`config.mk`:
```
export PLATFORM = sky130hd
export DESIGN_NAME = decoder_node_n_flat
export DESIGN_NICKNAME = d
export VERILOG_FILES = /design/src/rtl/decoder_pkg.sv /design/src/rtl/decoder_node_n_if.sv /design/src/rtl/route_fifo.sv /design/src/rtl/decoder_node_n.sv /design/src/flat_wrapper.sv
export SDC_FILE = /design/constraint.sdc
export NUM_CORES = 1
export LEC_CHECK = 0
export CORE_AREA = 2 2 82 84
export DETAILED_ROUTE_END_ITERATION = 8
export DIE_AREA = 0 0 84 86
export GPL_TIMING_DRIVEN = 0
export PLACE_DENSITY_LB_ADDON = 0.12
export SYNTH_ARGS = -nofsm -noshare
export SYNTH_HDL_FRONTEND = slang
export SYNTH_SLANG_ARGS = --single-unit
```
`constraint.sdc`:
```
create_clock -name CLK -period 1.9 [get_ports CLK]
set_clock_uncertainty 0.2 [all_clocks]
set_input_delay 0.285 -clock CLK [delete_from_list [all_inputs] [get_ports CLK]]
set_output_delay 0.285 -clock CLK [all_outputs]
set_load 0.01 [all_outputs]
```
`src/rtl/decoder_pkg.sv`:
```
// Shared types and constants for the parametrised flit decoder node.
package decoder_pkg;

    typedef enum logic {
        ROUTE_MASK  = 1'b0,
        ROUTE_FIELD = 1'b1
    } route_mode_e;

    localparam int DROP_CNT_W = 8;

    // Route index width; a two-way node still needs one select bit.
    function automatic int sel_width(input int n);
        return (n <= 2) ? 1 : $clog2(n);
    endfunction

endpackage

```
`src/rtl/decoder_node_n_if.sv`:
```
// Flit input, routed outputs, select token stream and drop status of one decoder node.
interface decoder_node_n_if
    import decoder_pkg::*;
#(
    parameter int WIDTH   = 9,
    parameter int NUM_OUT = 2,
    parameter int SEL_W   = 1
);

    logic [WIDTH-1:0]         in_data;
    logic                     in_valid;
    logic                     in_ready;
    logic [NUM_OUT*WIDTH-1:0] out_data;
    logic [NUM_OUT-1:0]       out_valid;
    logic [NUM_OUT-1:0]       out_ready;
    logic [SEL_W-1:0]         sel_idx;
    logic                     sel_valid;
    logic                     sel_ready;
    logic                     err_drop;
    logic [DROP_CNT_W-1:0]    drop_count;

    // The decoder node itself.
    modport slave (
        input  in_data, in_valid, out_ready, sel_ready,
        output in_ready, out_data, out_valid, sel_idx, sel_valid, err_drop, drop_count
    );

    // Upstream producer plus downstream consumers.
    modport master (
        output in_data, in_valid, out_ready, sel_ready,
        input  in_ready, out_data, out_valid, sel_idx, sel_valid, err_drop, drop_count
    );

endinterface

```
`src/rtl/route_fifo.sv`:
```
// Small power-of-two FIFO with occupancy counter; pushes when full and pops when empty are ignored.
module route_fifo #(
    parameter int W     = 8,
    parameter int DEPTH = 2
) (
    input  logic         CLK,
    input  logic         _RESET,
    input  logic         push,
    input  logic [W-1:0] push_data,
    input  logic         pop,
    output logic [W-1:0] pop_data,
    output logic         full,
    output logic         empty
);

    localparam int AW = (DEPTH > 1) ? $clog2(DEPTH) : 1;

    logic [W-1:0]  mem [DEPTH];
    logic [AW-1:0] wr_ptr;
    logic [AW-1:0] rd_ptr;
    logic [AW:0]   count;
    logic          do_push;
    logic          do_pop;

    assign full    = (count == (AW+1)'(DEPTH));
    assign empty   = (count == '0);
    assign do_push = push && !full;
    assign do_pop  = pop && !empty;

    // NOTE: state uses non-blocking assignments so every flop samples pre-edge values.
    always_ff @(posedge CLK or negedge _RESET) begin
        if (!_RESET) begin
            wr_ptr <= '0;
            rd_ptr <= '0;
            count  <= '0;
        end else begin
            if (do_push) wr_ptr <= wr_ptr + AW'(1);
            if (do_pop)  rd_ptr <= rd_ptr + AW'(1);
            if (do_push && !do_pop)      count <= count + (AW+1)'(1);
            else if (do_pop && !do_push) count <= count - (AW+1)'(1);
        end
    end

    // NOTE: storage is not reset; emptiness gates the output to zero instead.
    always_ff @(posedge CLK) begin
        if (do_push) mem[wr_ptr] <= push_data;
    end

    assign pop_data = empty ? '0 : mem[rd_ptr];

endmodule

```
`src/rtl/decoder_node_n.sv`:
```
// Routes each accepted flit to one of NUM_OUT buffered outputs and logs the choice as a select token.
module decoder_node_n
    import decoder_pkg::*;
#(
    parameter int               WIDTH      = 9,
    parameter int               NUM_OUT    = 2,
    parameter route_mode_e      ROUTE_MODE = ROUTE_MASK,
    parameter logic [WIDTH-1:0] MASK       = WIDTH'(9'b000001000),
    parameter int               ROUTE_LSB  = 0,
    parameter int               DEPTH      = 2
) (
    input  logic             CLK,
    input  logic             _RESET,
    decoder_node_n_if.slave  bus
);

    localparam int SEL_W    = sel_width(NUM_OUT);
    localparam int IDX_SPAN = 1 << SEL_W;

    if (ROUTE_MODE == ROUTE_MASK && NUM_OUT != 2) begin : g_bad_mode
        $error("decoder_node_n: mask routing requires NUM_OUT == 2");
    end
    if (NUM_OUT < 2 || NUM_OUT > 16) begin : g_bad_num_out
        $error("decoder_node_n: NUM_OUT must be in 2..16");
    end
    if (DEPTH < 2 || (DEPTH & (DEPTH - 1)) != 0) begin : g_bad_depth
        $error("decoder_node_n: DEPTH must be a power of 2 and at least 2");
    end
    if (ROUTE_LSB < 0 || ROUTE_LSB + SEL_W > WIDTH) begin : g_bad_lsb
        $error("decoder_node_n: route field exceeds the flit");
    end

    logic [SEL_W-1:0]                idx_mask;
    logic [SEL_W-1:0]                idx_field;
    logic [SEL_W-1:0]                idx;
    logic                            legal;
    logic [NUM_OUT-1:0]              ch_full;
    logic [NUM_OUT-1:0]              ch_empty;
    logic [NUM_OUT-1:0]              ch_push;
    logic [NUM_OUT-1:0]              ch_pop;
    logic [NUM_OUT-1:0][WIDTH-1:0]   ch_data;
    logic [IDX_SPAN-1:0]             full_span;
    logic                            sel_full;
    logic                            sel_empty;
    logic                            sel_pop;
    logic                            accept;
    logic                            push_ok;
    logic                            drop;
    logic                            err_drop_q;
    logic [DROP_CNT_W-1:0]           drop_cnt_q;

    assign idx_mask  = SEL_W'(|(bus.in_data & MASK));
    assign idx_field = bus.in_data[ROUTE_LSB +: SEL_W];
    assign idx       = (ROUTE_MODE == ROUTE_FIELD) ? idx_field : idx_mask;

    // Only a non-power-of-two channel count leaves route codes without a destination.
    if (NUM_OUT == IDX_SPAN) begin : g_all_legal
        assign legal = 1'b1;
    end else begin : g_range_check
        assign legal = (idx < SEL_W'(NUM_OUT));
    end

    // Full flags come straight from registered occupancy, so ready never depends on a same-cycle pop.
    assign full_span    = IDX_SPAN'(ch_full);
    assign bus.in_ready = !legal || (!full_span[idx] && !sel_full);

    assign accept  = bus.in_valid && bus.in_ready;
    assign push_ok = accept && legal;
    assign drop    = accept && !legal;

    // NOTE: every always_comb output gets a default first so no latch is inferred.
    always_comb begin
        ch_push = '0;
        for (int k = 0; k < NUM_OUT; k++) begin
            ch_push[k] = push_ok && (idx == SEL_W'(k));
        end
    end

    assign bus.out_valid = ~ch_empty;
    assign ch_pop        = bus.out_valid & bus.out_ready;
    assign bus.out_data  = ch_data;

    for (genvar k = 0; k < NUM_OUT; k++) begin : g_ch
        route_fifo #(
            .W     (WIDTH),
            .DEPTH (DEPTH)
        ) u_fifo (
            .CLK       (CLK),
            ._RESET    (_RESET),
            .push      (ch_push[k]),
            .push_data (bus.in_data),
            .pop       (ch_pop[k]),
            .pop_data  (ch_data[k]),
            .full      (ch_full[k]),
            .empty     (ch_empty[k])
        );
    end

    assign bus.sel_valid = !sel_empty;
    assign sel_pop       = bus.sel_valid && bus.sel_ready;

    route_fifo #(
        .W     (SEL_W),
        .DEPTH (DEPTH)
    ) u_sel_fifo (
        .CLK       (CLK),
        ._RESET    (_RESET),
        .push      (push_ok),
        .push_data (idx),
        .pop       (sel_pop),
        .pop_data  (bus.sel_idx),
        .full      (sel_full),
        .empty     (sel_empty)
    );

    always_ff @(posedge CLK or negedge _RESET) begin
        if (!_RESET) begin
            err_drop_q <= 1'b0;
            drop_cnt_q <= '0;
        end else begin
            err_drop_q <= drop;
            if (drop && drop_cnt_q != '1) drop_cnt_q <= drop_cnt_q + DROP_CNT_W'(1);
        end
    end

    assign bus.err_drop   = err_drop_q;
    assign bus.drop_count = drop_cnt_q;

endmodule

```
`src/flat_wrapper.sv`:
```
// flat-port wrapper written by rule: the top's interface ports become plain ports
module decoder_node_n_flat import decoder_pkg::*;
#(
    parameter int               WIDTH      = 9,
    parameter int               NUM_OUT    = 2,
    parameter route_mode_e      ROUTE_MODE = ROUTE_MASK,
    parameter logic [WIDTH-1:0] MASK       = WIDTH'(9'b000001000),
    parameter int               ROUTE_LSB  = 0,
    parameter int               DEPTH      = 2
)
  (CLK, _RESET, bus_in_data, bus_in_valid, bus_out_ready, bus_sel_ready, bus_in_ready, bus_out_data, bus_out_valid, bus_sel_idx, bus_sel_valid, bus_err_drop, bus_drop_count);
  decoder_node_n_if #(.WIDTH(WIDTH), .NUM_OUT(NUM_OUT), .SEL_W(1)) bus_i ();
  input  logic CLK;
  input  logic _RESET;
  input wire logic [$bits(bus_i.in_data)-1:0] bus_in_data;
  input wire logic [$bits(bus_i.in_valid)-1:0] bus_in_valid;
  input wire logic [$bits(bus_i.out_ready)-1:0] bus_out_ready;
  input wire logic [$bits(bus_i.sel_ready)-1:0] bus_sel_ready;
  output wire logic [$bits(bus_i.in_ready)-1:0] bus_in_ready;
  output wire logic [$bits(bus_i.out_data)-1:0] bus_out_data;
  output wire logic [$bits(bus_i.out_valid)-1:0] bus_out_valid;
  output wire logic [$bits(bus_i.sel_idx)-1:0] bus_sel_idx;
  output wire logic [$bits(bus_i.sel_valid)-1:0] bus_sel_valid;
  output wire logic [$bits(bus_i.err_drop)-1:0] bus_err_drop;
  output wire logic [$bits(bus_i.drop_count)-1:0] bus_drop_count;
  assign bus_i.in_data = bus_in_data;
  assign bus_i.in_valid = bus_in_valid;
  assign bus_i.out_ready = bus_out_ready;
  assign bus_i.sel_ready = bus_sel_ready;
  assign bus_in_ready = bus_i.in_ready;
  assign bus_out_data = bus_i.out_data;
  assign bus_out_valid = bus_i.out_valid;
  assign bus_sel_idx = bus_i.sel_idx;
  assign bus_sel_valid = bus_i.sel_valid;
  assign bus_err_drop = bus_i.err_drop;
  assign bus_drop_count = bus_i.drop_count;
  decoder_node_n #(.WIDTH(WIDTH), .NUM_OUT(NUM_OUT), .ROUTE_MODE(ROUTE_MODE), .MASK(MASK), .ROUTE_LSB(ROUTE_LSB), .DEPTH(DEPTH)) u_core (.CLK(CLK), ._RESET(_RESET), .bus(bus_i));
endmodule
```
; ---- Word-level counts from Yosys, hierarchy flattened
; Memory sizes are Yosys's and may differ from the RTL's.
; Cells that the tools add are included.
[word_totals]
out_inout_bits = 32
ramBits = 38
romBits = 0
elab_cells = 84
latchBits = 0
n_memories = 3
ff_bits = 12
in_bits = 15
[classes]
n_bitwise = 3
n_reduce_logical = 36
div_mod_pow = 0
mul = 0
n_mux = 17
shift = 0
order_cmp = 1
n_addsub = 12
eq_ne = 3
[memory_table]
columns = name, depth, width, rd, rd_clocked_by_memory_dff, wr, line
row1 = u_core.g_ch[0].u_fifo.mem, 2, 9, 1, 0, 1, route_fifo.sv:18  ; logic [W-1:0] mem [DEPTH];
row2 = u_core.g_ch[1].u_fifo.mem, 2, 9, 1, 0, 1, route_fifo.sv:18
row3 = u_core.u_sel_fifo.mem, 2, 1, 1, 0, 1, route_fifo.sv:18
[op_table]
columns = op, count
row1 = $mux W9, 2
row2 = $logic_and A1 B1 Y1, 17
row3 = $logic_not A1 Y1, 13
row4 = $mux W2, 6
row5 = $mux W1, 9
row6 = $add A1 B1 Y1 const B, 6
row7 = $add A2 B1 Y2 const B, 3
row8 = $eq A2 B2 Y1 const B, 3
row9 = $logic_not A2 Y1, 3
row10 = $reduce_bool A2 Y1, 3
row11 = $sub A2 B1 Y2 const B, 3
row12 = $and A2 B2 Y2, 1
row13 = $lt A1 B2 Y1 const B, 1
row14 = $not A2 Y2, 1
row15 = $not A1 Y1, 1

; ---- Longest topological paths before layout
; Gate-level depths: netlist (run 1).
[logic_depth]
ltp_word = 12
ltp_mapped = 8
depth_no_buf = 7

; ---- Modules after synthesis
; A second synthesis (run 1) with hierarchy kept.
[hier_totals]
cells_unflattened = 157
hier_area_um2 = 2164.6
[by_module_without_submodules]
columns = module, seq_area_each_um2, instances, cells_per_inst, area_per_inst_um2
row1 = route_fifo (u_core.g_ch[0].u_fifo ...), 640.6, 2, 56, 870.8
row2 = route_fifo (u_core.u_sel_fifo), 160.2, 1, 23, 270.3
row3 = decoder_node_n, 0.0, 1, 22, 152.6

; ---- Worst setup path before layout (run 1)
; No wires, ideal clock.
[synth_timing]
path_type = flip-flop to flip-flop
from = reg u_core.u_sel_fifo.count[0]
to = mem u_core.g_ch[1].u_fifo.mem[1][0] in the netlist's numbering, enable pin
path_buffers = 0
t_arrival_ps = 1152
setup_ps = 374
t_required_ps = 1326
period_less_slack_ps = 1726
path_stages_with_launch = 4
slack_ps = 174
cell_sequence = dfrtp_1 > nand2b_4 > o2111ai_2 > nor2_1
[synth_between]
elab_chain_len = 8
[synth_rtl]
columns = item, line
row1 = start: declaration, route_fifo.sv:21  ; logic [AW:0] count;
row2 = start signal: assignment, route_fifo.sv:39  ; if (do_push && !do_pop) count <= count + (AW+1)'(1);
row3 = start signal: assignment, route_fifo.sv:40  ; else if (do_pop && !do_push) count <= count - (AW+1)'(1);
row4 = $eq A2 B2 Y1, route_fifo.sv:25  ; assign full = (count == (AW+1)'(DEPTH));
row5 = $logic_not A1 Y1, decoder_node_n.sv:65  ; assign bus.in_ready = !legal || (!full_span[idx] && !sel_full);
row6 = $logic_and A1 B1 Y1, decoder_node_n.sv:65
row7 = $logic_and A1 B1 Y1, decoder_node_n.sv:67  ; assign accept = bus.in_valid && bus.in_ready;
row8 = $logic_and A1 B1 Y1, decoder_node_n.sv:75  ; ch_push[k] = push_ok && (idx == SEL_W'(k));
row9 = $logic_and A1 B1 Y1, route_fifo.sv:27  ; assign do_push = push && !full;
row10 = $mux W1, route_fifo.sv:46  ; if (do_push) mem[wr_ptr] <= push_data;
row11 = $mux W1 (not written as such), route_fifo.sv:46
row12 = end: declaration, route_fifo.sv:18
; No other way between the ends.

; ---- Worst setup path in the final report (run 1)
[layout_timing]
from = reg u_core.g_ch[1].u_fifo.count[0]
to = reg u_core.u_sel_fifo.count[1]
[layout_between]
elab_chain_len = 10
elab_cells_between_ends = 12
classes_between = eq/ne (1) / mux (3) / reduce/logical (8)
[layout_rtl]
columns = item, line
row1 = start: declaration, route_fifo.sv:21
row2 = start signal: assignment, route_fifo.sv:39
row3 = start signal: assignment, route_fifo.sv:40
row4 = $eq A2 B2 Y1 (*), route_fifo.sv:25
row5 = $mux W1 (not written as such) (*) (2 in series), decoder_node_n.sv:65
row6 = $logic_not A1 Y1 (*), decoder_node_n.sv:65
row7 = $logic_and A1 B1 Y1 (*), decoder_node_n.sv:65
row8 = $logic_and A1 B1 Y1 (*), decoder_node_n.sv:67
row9 = $logic_and A1 B1 Y1 (*), route_fifo.sv:27
row10 = net u_core.u_sel_fifo.do_push, route_fifo.sv:22  ; logic do_push;
row11 = $logic_not A1 Y1, route_fifo.sv:40
row12 = $logic_and A1 B1 Y1, route_fifo.sv:40
row13 = $reduce_bool A2 Y1 (no line), -
; Mark *: on every way through the listed nets, which the timed path passes. The rest lies on a longest branch. The select of a mux whose other input is x is not followed.
; A chain may end at the register's enable or synchronous reset.

==> impl_results.md, run 1 <==
- Hold_buf cts: 0
- Count leader, synth: edfxtp_1
- CP max stage cell: dfrtp_1
- Mapped Cells: about 150
- Depth of the CTS H-tree: 2
- Crit path launch: u_core.g_ch[1].u_fifo.count[0]
- Remaining DRCs: 0
- Final cell utilization of the core: a little under half
- Final #Nets: ~240
- Diodes inserted: 0
- Fraction of layout cells with a size suffix above 1: roughly 29%
- DRT Pass-1 Iters: 4
- Outcome: completed
- Reg2Reg Depth: 8
- Synth warn: 0
- Asr flop ratio synth: a little under a quarter
- Fin crit period: around 1.9 ns
- Placer congestion estimate: between 0.7 and 0.8
- Avg WL per Cell: ~14 um
- Mapped Avg Cell Area: ~14 um2
- Pwr dens: roughly 1500 mW/mm2
- Clk slew on worst S/H paths: around 0.090 ns
- Total global routing overflow: 0
- Crit-path cells: buf_6 > nand3b_1 > o2111ai_4 > inv_2 > ha_4 > xor2_1 > nor2_1 > xor2_1
- DP HPWL: roughly 2.8 mm
- Sequential share of the synthesized area: 66.9%
- Worst Path Arrival: between 1.5 and 2 ns
- DIE HEIGHT: 86 um
- Top cells by count, synth: edfxtp_1 (38), nor2_1 (28), mux2i_1 (19)
- Critical Path Source Type: flop
- Crit share post-route: between 90% and 100%
- Leakage: roughly 1.2 nW
- Most common cell on crit path: xor2_1
- Initial cell density of the core: 34.3%
- CP required: around 1.9 ns
- Vias in the first global route: between 1000 and 1500
- Worst hold path class: in -> async
- Crit path depth: 8
- Core footprint: 0.00628 mm2
- Yosys cell types: 22
- Antenna violations before repair: 0
- Fmax: between 500 and 600 MHz
- Leading area contributor after synthesis: edfxtp_1
- Post-Syn Area: roughly 0.0022 mm2
- Cell area after layout: 0.00294 mm2
- Max Transition Viols Final: 0
- Worst Tran Pin Value: 0.577 ns
- Peak supply drop: roughly 790 uV
- CP Class: reg -> reg
- Vias post-DR: ~1300
- CTS sink count: 50
- Root buffer cell: clkbuf_8
- Main area contributors after synthesis: edfxtp_1 (53%), dfrtp_1 (14%), mux2i_1 (8.8%), nor2_1 (4.9%), xnor2_1 (4.1%)
- Vias/cell: 4.35
- Starting DRT DRC Count: 46
- RSZ-0062 raised after global routing: yes
- Clock Latency Late Sink: about 0.29 ns
- Site Rows: 29
- Hold Vio Cnt, Final: 0
- Max Cap Viol: 0
- Pin count of the biggest net entering global routing: 16
- GRT Util Overall: between 10% and 20%
- Ports: 47
- Seq cells post-synth: 50
- Final Setup Violations: 0
- Peak fanout along the critical path: 6
- Cell family with most CP delay: flip-flops
- Reg2Reg Launch Point: u_core.g_ch[1].u_fifo.count[0]
- Placed Area: about 0.0027 mm2
- R2R Setup Slk: around 0.047 ns
- Number of fill cells: 584
- IO buf count: 37
- Worst relative slew slack: between 60% and 70%
- Number of synthesized flops with an enable pin: 38
- Setup TNS Final: 0 ns
- Final ANT Viol Nets: 0
- Clk buf depth: 2
- Worst Setup End Kind: flop
- First-pass GRT wire length: 6.44 mm
- CP endpoint: u_core.u_sel_fifo.count[1]
- Share of the synthesized area in the top cell type: a little over half
- CTS tree: done
- Crit path buf inv count: 2
- Worst hold slack: roughly 0.15 ns
- Area grow syn2layout: 36.4%
- Top FF cell, synth: edfxtp_1
- Final Power: 4.43 mW
- Reg2reg end: u_core.u_sel_fifo.count[1]
- Crit-path max cell delay: between 0.3 and 0.4 ns
- DIE AREA: 0.00722 mm2
- Total Wirelength: between 4 and 5 mm
- CTS buffer count: 5
- Die Width: ~84 um
==> metal layers <==
metal | vias up | routed length [um] | part of all wire, % | global-route usage (%)
li1 | 631 | - | - | -
met1 | 613 | 1700 | 42 | 13.5
met2 | 38 | 2080 | 52 | 20.7
met3 | 2 | 215 | 5.3 | 3.66
met4 | 0 | 23 | 0.57 | 3.52
met5 | - | 0 | 0 | 0
==> through the flow <==
stage / cells / setup slack, ns
final: 295 / 0.0471
after global routing: 295 / -0.0329
after CTS: 291 / -0.151
after detailed placement: 273 / -0.634
after global placement: 273 / -0.594
after floorplan: 159 / 0.174
==> report_power, final <==
group	leakage [nW]	internal [mW]	switching, mW	total, mW
Sequential	0.483	1.45	0.171	1.62
Clock	0.0514	0.393	0.323	0.715
Combinational	0.686	1.11	0.988	2.10
==> registers in the layout (all words and copies together), names as in the netlist <==
name / cells
u_core.g_ch.u_fifo.mem: 36
u_core.u_sel_fifo.wr_ptr: 1
u_core.u_sel_fifo.rd_ptr: 1
u_core.u_sel_fifo.count: 2
u_core.g_ch.u_fifo.count: 4
u_core.u_sel_fifo.mem: 2
u_core.g_ch.u_fifo.wr_ptr: 2
u_core.g_ch.u_fifo.rd_ptr: 2
==> kinds of logic (layout without fill, tap and decap cells) <==
logic type	count (synthesis)	count (layout)	share of synthesized area (%)
simple gates	37	37	8.53
compound gates	5	5	2.09
fa+ha+maj	3	3	1.74
flops	50	50	66.9
other cells	1	9	0.174
mux	19	19	8.82
xor+xnor	15	15	6.09
buf+inv	21	80	5.69
==> cell type report <==
cell class                      count  area [um2]  share of cell area (%)
Clock buffer                        6        72.6                    2.47
Buffer                             12         109                    3.70
Timing Repair Buffer               51         459                    15.6
Clock inverter                      2        37.5                    1.28
Tap cell                           77        96.3                    3.28
Inverter                            9        33.8                    1.15
Sequential cell                    50        1450                    49.1
Multi-Input combinational cell     88         688                    23.4
==> worst min-delay path by stage <==
stage | to | start
floorplan | u_core.g_ch[0].u_fifo.count[0] | _RESET
global placement | u_core.g_ch[0].u_fifo.wr_ptr | u_core.g_ch[0].u_fifo.wr_ptr
detailed placement | u_core.g_ch[0].u_fifo.wr_ptr | u_core.g_ch[0].u_fifo.wr_ptr
CTS | u_core.g_ch[0].u_fifo.rd_ptr | _RESET
global route | u_core.g_ch[0].u_fifo.rd_ptr | _RESET
finish | u_core.g_ch[0].u_fifo.rd_ptr | _RESET
==> cells in the final DEF, fill, tap and decap left out, types with 2 or more instances in the layout <==
cell and n:
buf_12 2, buf_2 8, buf_4 17, buf_6 5
buf_8 2, clkbuf_2 2, clkbuf_8 5, clkdlybuf4s15_1 6
clkdlybuf4s50_1 13, conb_1 9, dfrtp_1 9, dfrtp_2 3
dlygate4sd2_1 7, edfxtp_1 38, ha_1 2, inv_1 7
inv_2 2, mux2i_1 18, nand2b_4 2, nor2_1 23
nor2_2 5, nor2_4 2, o2111ai_4 2, xnor2_1 10
xor2_1 5
==> timing repair <==
action                     CTS  global route
hold endpoints to repair     0             0
setup buffers               10             6
pin swaps                    2             6
setup endpoints to repair   60            50
gates resized for setup     58            32
Note: power is estimated with default switching activity, not from simulation.
==> inputs of run 2 (changes only) <==
--- a/config.mk
+++ b/config.mk
@@ -6,6 +6,7 @@
 export NUM_CORES = 1
 export LEC_CHECK = 0
 export CORE_AREA = 2 2 82 84
+export CTS_BUF_LIST = sky130_fd_sc_hd__clkbuf_8
 export DETAILED_ROUTE_END_ITERATION = 8
 export DIE_AREA = 0 0 84 86
 export GPL_TIMING_DRIVEN = 0
==> run 2 against run 1 <==
Via count stayed put; combinational power about the same; design area did not move; final cell count is the same; largest cell class unchanged; sequential cell count did not move.
==> impl_results.md, run 2 (synthesis results as in run 1) <==
- Cell family with most CP delay: flip-flops
- Final Setup Violations: 0
- Leakage: between 1 and 1.5 nW
- Fin crit period: between 1.5 and 2 ns
- DP HPWL: approximately 2.8 mm
- CP max stage cell: dfrtp_1
- Root buffer cell: clkbuf_8
- DIE HEIGHT: ~86 um
- Area grow syn2layout: 36.4%
- Commonest non-fill, non-tap cell in the layout: edfxtp_1
- Final #Nets: 235
- Final Power: 4.43 mW
- Final ANT Viol Nets: 0
- CTS sink count: 50
- Initial cell density of the core: about a third
- Core footprint: roughly 0.0063 mm2
- Placer congestion estimate: 0.709
- Crit-path max cell delay: roughly 0.4 ns
- Top Registers: u_core.g_ch.u_fifo.mem: 36 flops, u_core.g_ch.u_fifo.count: 4 flops
- Starting DRT DRC Count: about 50
- Crit share post-route: between 90% and 100%
- Max Cap Viol: 0
- Worst Setup End Kind: flop
- Largest register FFs: 36
- Vias in the first global route: about 1300
- Outcome: completed
- Depth of the CTS H-tree: 2
- Hold_buf cts: 0
- Worst Path Arrival: 1.86 ns
- Min setup slack post-route: around 0.047 ns
- CP required: about 1.9 ns
- Antenna violations before repair: 0
- Fmax: 540 MHz
- Final Non-Filler Cells: 295
- Total global routing overflow: 0
- Most common cell on crit path: xor2_1
- Remaining DRCs: 0
- Setup TNS Final: 0 ns
- IO buf count: 37
- Site Rows: 29
- Max Transition Viols Final: 0
- Peak fanout along the critical path: 6
- Die Width: between 80 and 90 um
- Avg WL per Cell: between 10 and 15 um
- Worst hold slack: about 0.15 ns
- Final cell utilization of the core: approximately 47%
- CTS buffer count: 5
- Ports: 47
- Placed cells: between 200 and 300
- Clk slew on worst S/H paths: 0.09 ns
- RSZ-0062 raised after global routing: yes
- Placed Area: around 0.0027 mm2
- Commonest non-fill, non-tap cells in the layout: edfxtp_1 (38), nor2_1 (23), mux2i_1 (18), buf_4 (17), clkdlybuf4s50_1 (13)
- Clk buf depth: 2
- Pwr dens: 1510 mW/mm2
- DIE AREA: a little over 0.007 mm2
- Pin count of the biggest net entering global routing: 16
- CP Class: reg -> reg
- Diodes inserted: 0
- Worst Tran Pin Value: between 0.5 and 0.6 ns
- Worst hold path class: in -> async
- Critical Path Source Type: flop
- GRT Util Overall: between 10% and 20%
- Peak supply drop: between 700 and 800 uV
- Cell area after layout: around 0.0029 mm2
- Worst relative slew slack: 61.4%
- Dpl ws: -0.634 ns
- Hold Vio Cnt, Final: 0
- Crit-path cells: buf_6 > nand3b_1 > o2111ai_4 > inv_2 > ha_4 > xor2_1 > nor2_1 > xor2_1
- CTS tree: done
- Total Wirelength: about 4 mm
- Crit path buf inv count: 2
- Vias/cell: ~4.4
- Clock Latency Late Sink: slightly below 0.3 ns
- Vias post-DR: ~1300
- First-pass GRT wire length: approximately 6.4 mm
- Most flops, register: u_core.g_ch.u_fifo.mem
- DRT Pass-1 Iters: 4
- Fraction of layout cells with a size suffix above 1: 29.4%
run 2: layout make-up:
type | count | area, um2
Tap cell | 77 | 96.3
Clock buffer | 5 | 68.8
Buffer | 12 | 109
Clock inverter | 3 | 41.3
Timing Repair Buffer | 51 | 459
Multi-Input combinational cell | 88 | 688
Fill cell | 584 | 3340
Sequential cell | 50 | 1450
Inverter | 9 | 33.8
run 2: report_power, final:
part	switching, mW	internal [mW]	leakage (nW)
Combinational	0.988	1.11	0.686
Clock	0.323	0.387	0.0556
Sequential	0.171	1.45	0.483
run 2: layer usage:
metal	part of all wire (%)	global-route usage [%]	wire, um
met1	42	13.5	1700
met3	5.3	3.66	215
met4	0.57	3.52	23
met2	52	20.7	2080
met5	0	0	0
run 2: final timing paths:
kind / from / to / slack (ns) / depth (start not counted)
min in group CLK: u_core.u_sel_fifo.rd_ptr / u_core.u_sel_fifo.rd_ptr / 0.31 / 1
worst max register to register: u_core.g_ch[1].u_fifo.count[0] / u_core.u_sel_fifo.count[1] / 0.05 / 8
worst max-delay path: u_core.g_ch[1].u_fifo.count[0] / u_core.u_sel_fifo.count[1] / 0.05 / 8
worst min-delay path: _RESET / u_core.g_ch[0].u_fifo.rd_ptr / 0.15 / 1
worst min register to register: u_core.u_sel_fifo.rd_ptr / u_core.u_sel_fifo.rd_ptr / 0.31 / 1
max in group asynchronous: _RESET / u_core.g_ch[0].u_fifo.count[1] / 0.93 / 1
run 2: timing repair:
item | in CTS | in global routing
buffers inserted | 10 | 6
pin swaps | 2 | 6
hold endpoints to repair | 0 | 0
setup endpoints to repair | 60 | 50
resized for setup | 58 | 32
==> inputs of run 3 (changes only) <==
--- a/config.mk
+++ b/config.mk
@@ -9,6 +9,7 @@
 export CTS_BUF_LIST = sky130_fd_sc_hd__clkbuf_8
 export DETAILED_ROUTE_END_ITERATION = 8
 export DIE_AREA = 0 0 84 86
+export GPL_ROUTABILITY_DRIVEN = 0
 export GPL_TIMING_DRIVEN = 0
 export PLACE_DENSITY_LB_ADDON = 0.12
 export SYNTH_ARGS = -nofsm -noshare
==> results of run 3 <==
The final DEF is identical to that of run 2; final timing and power are the same.
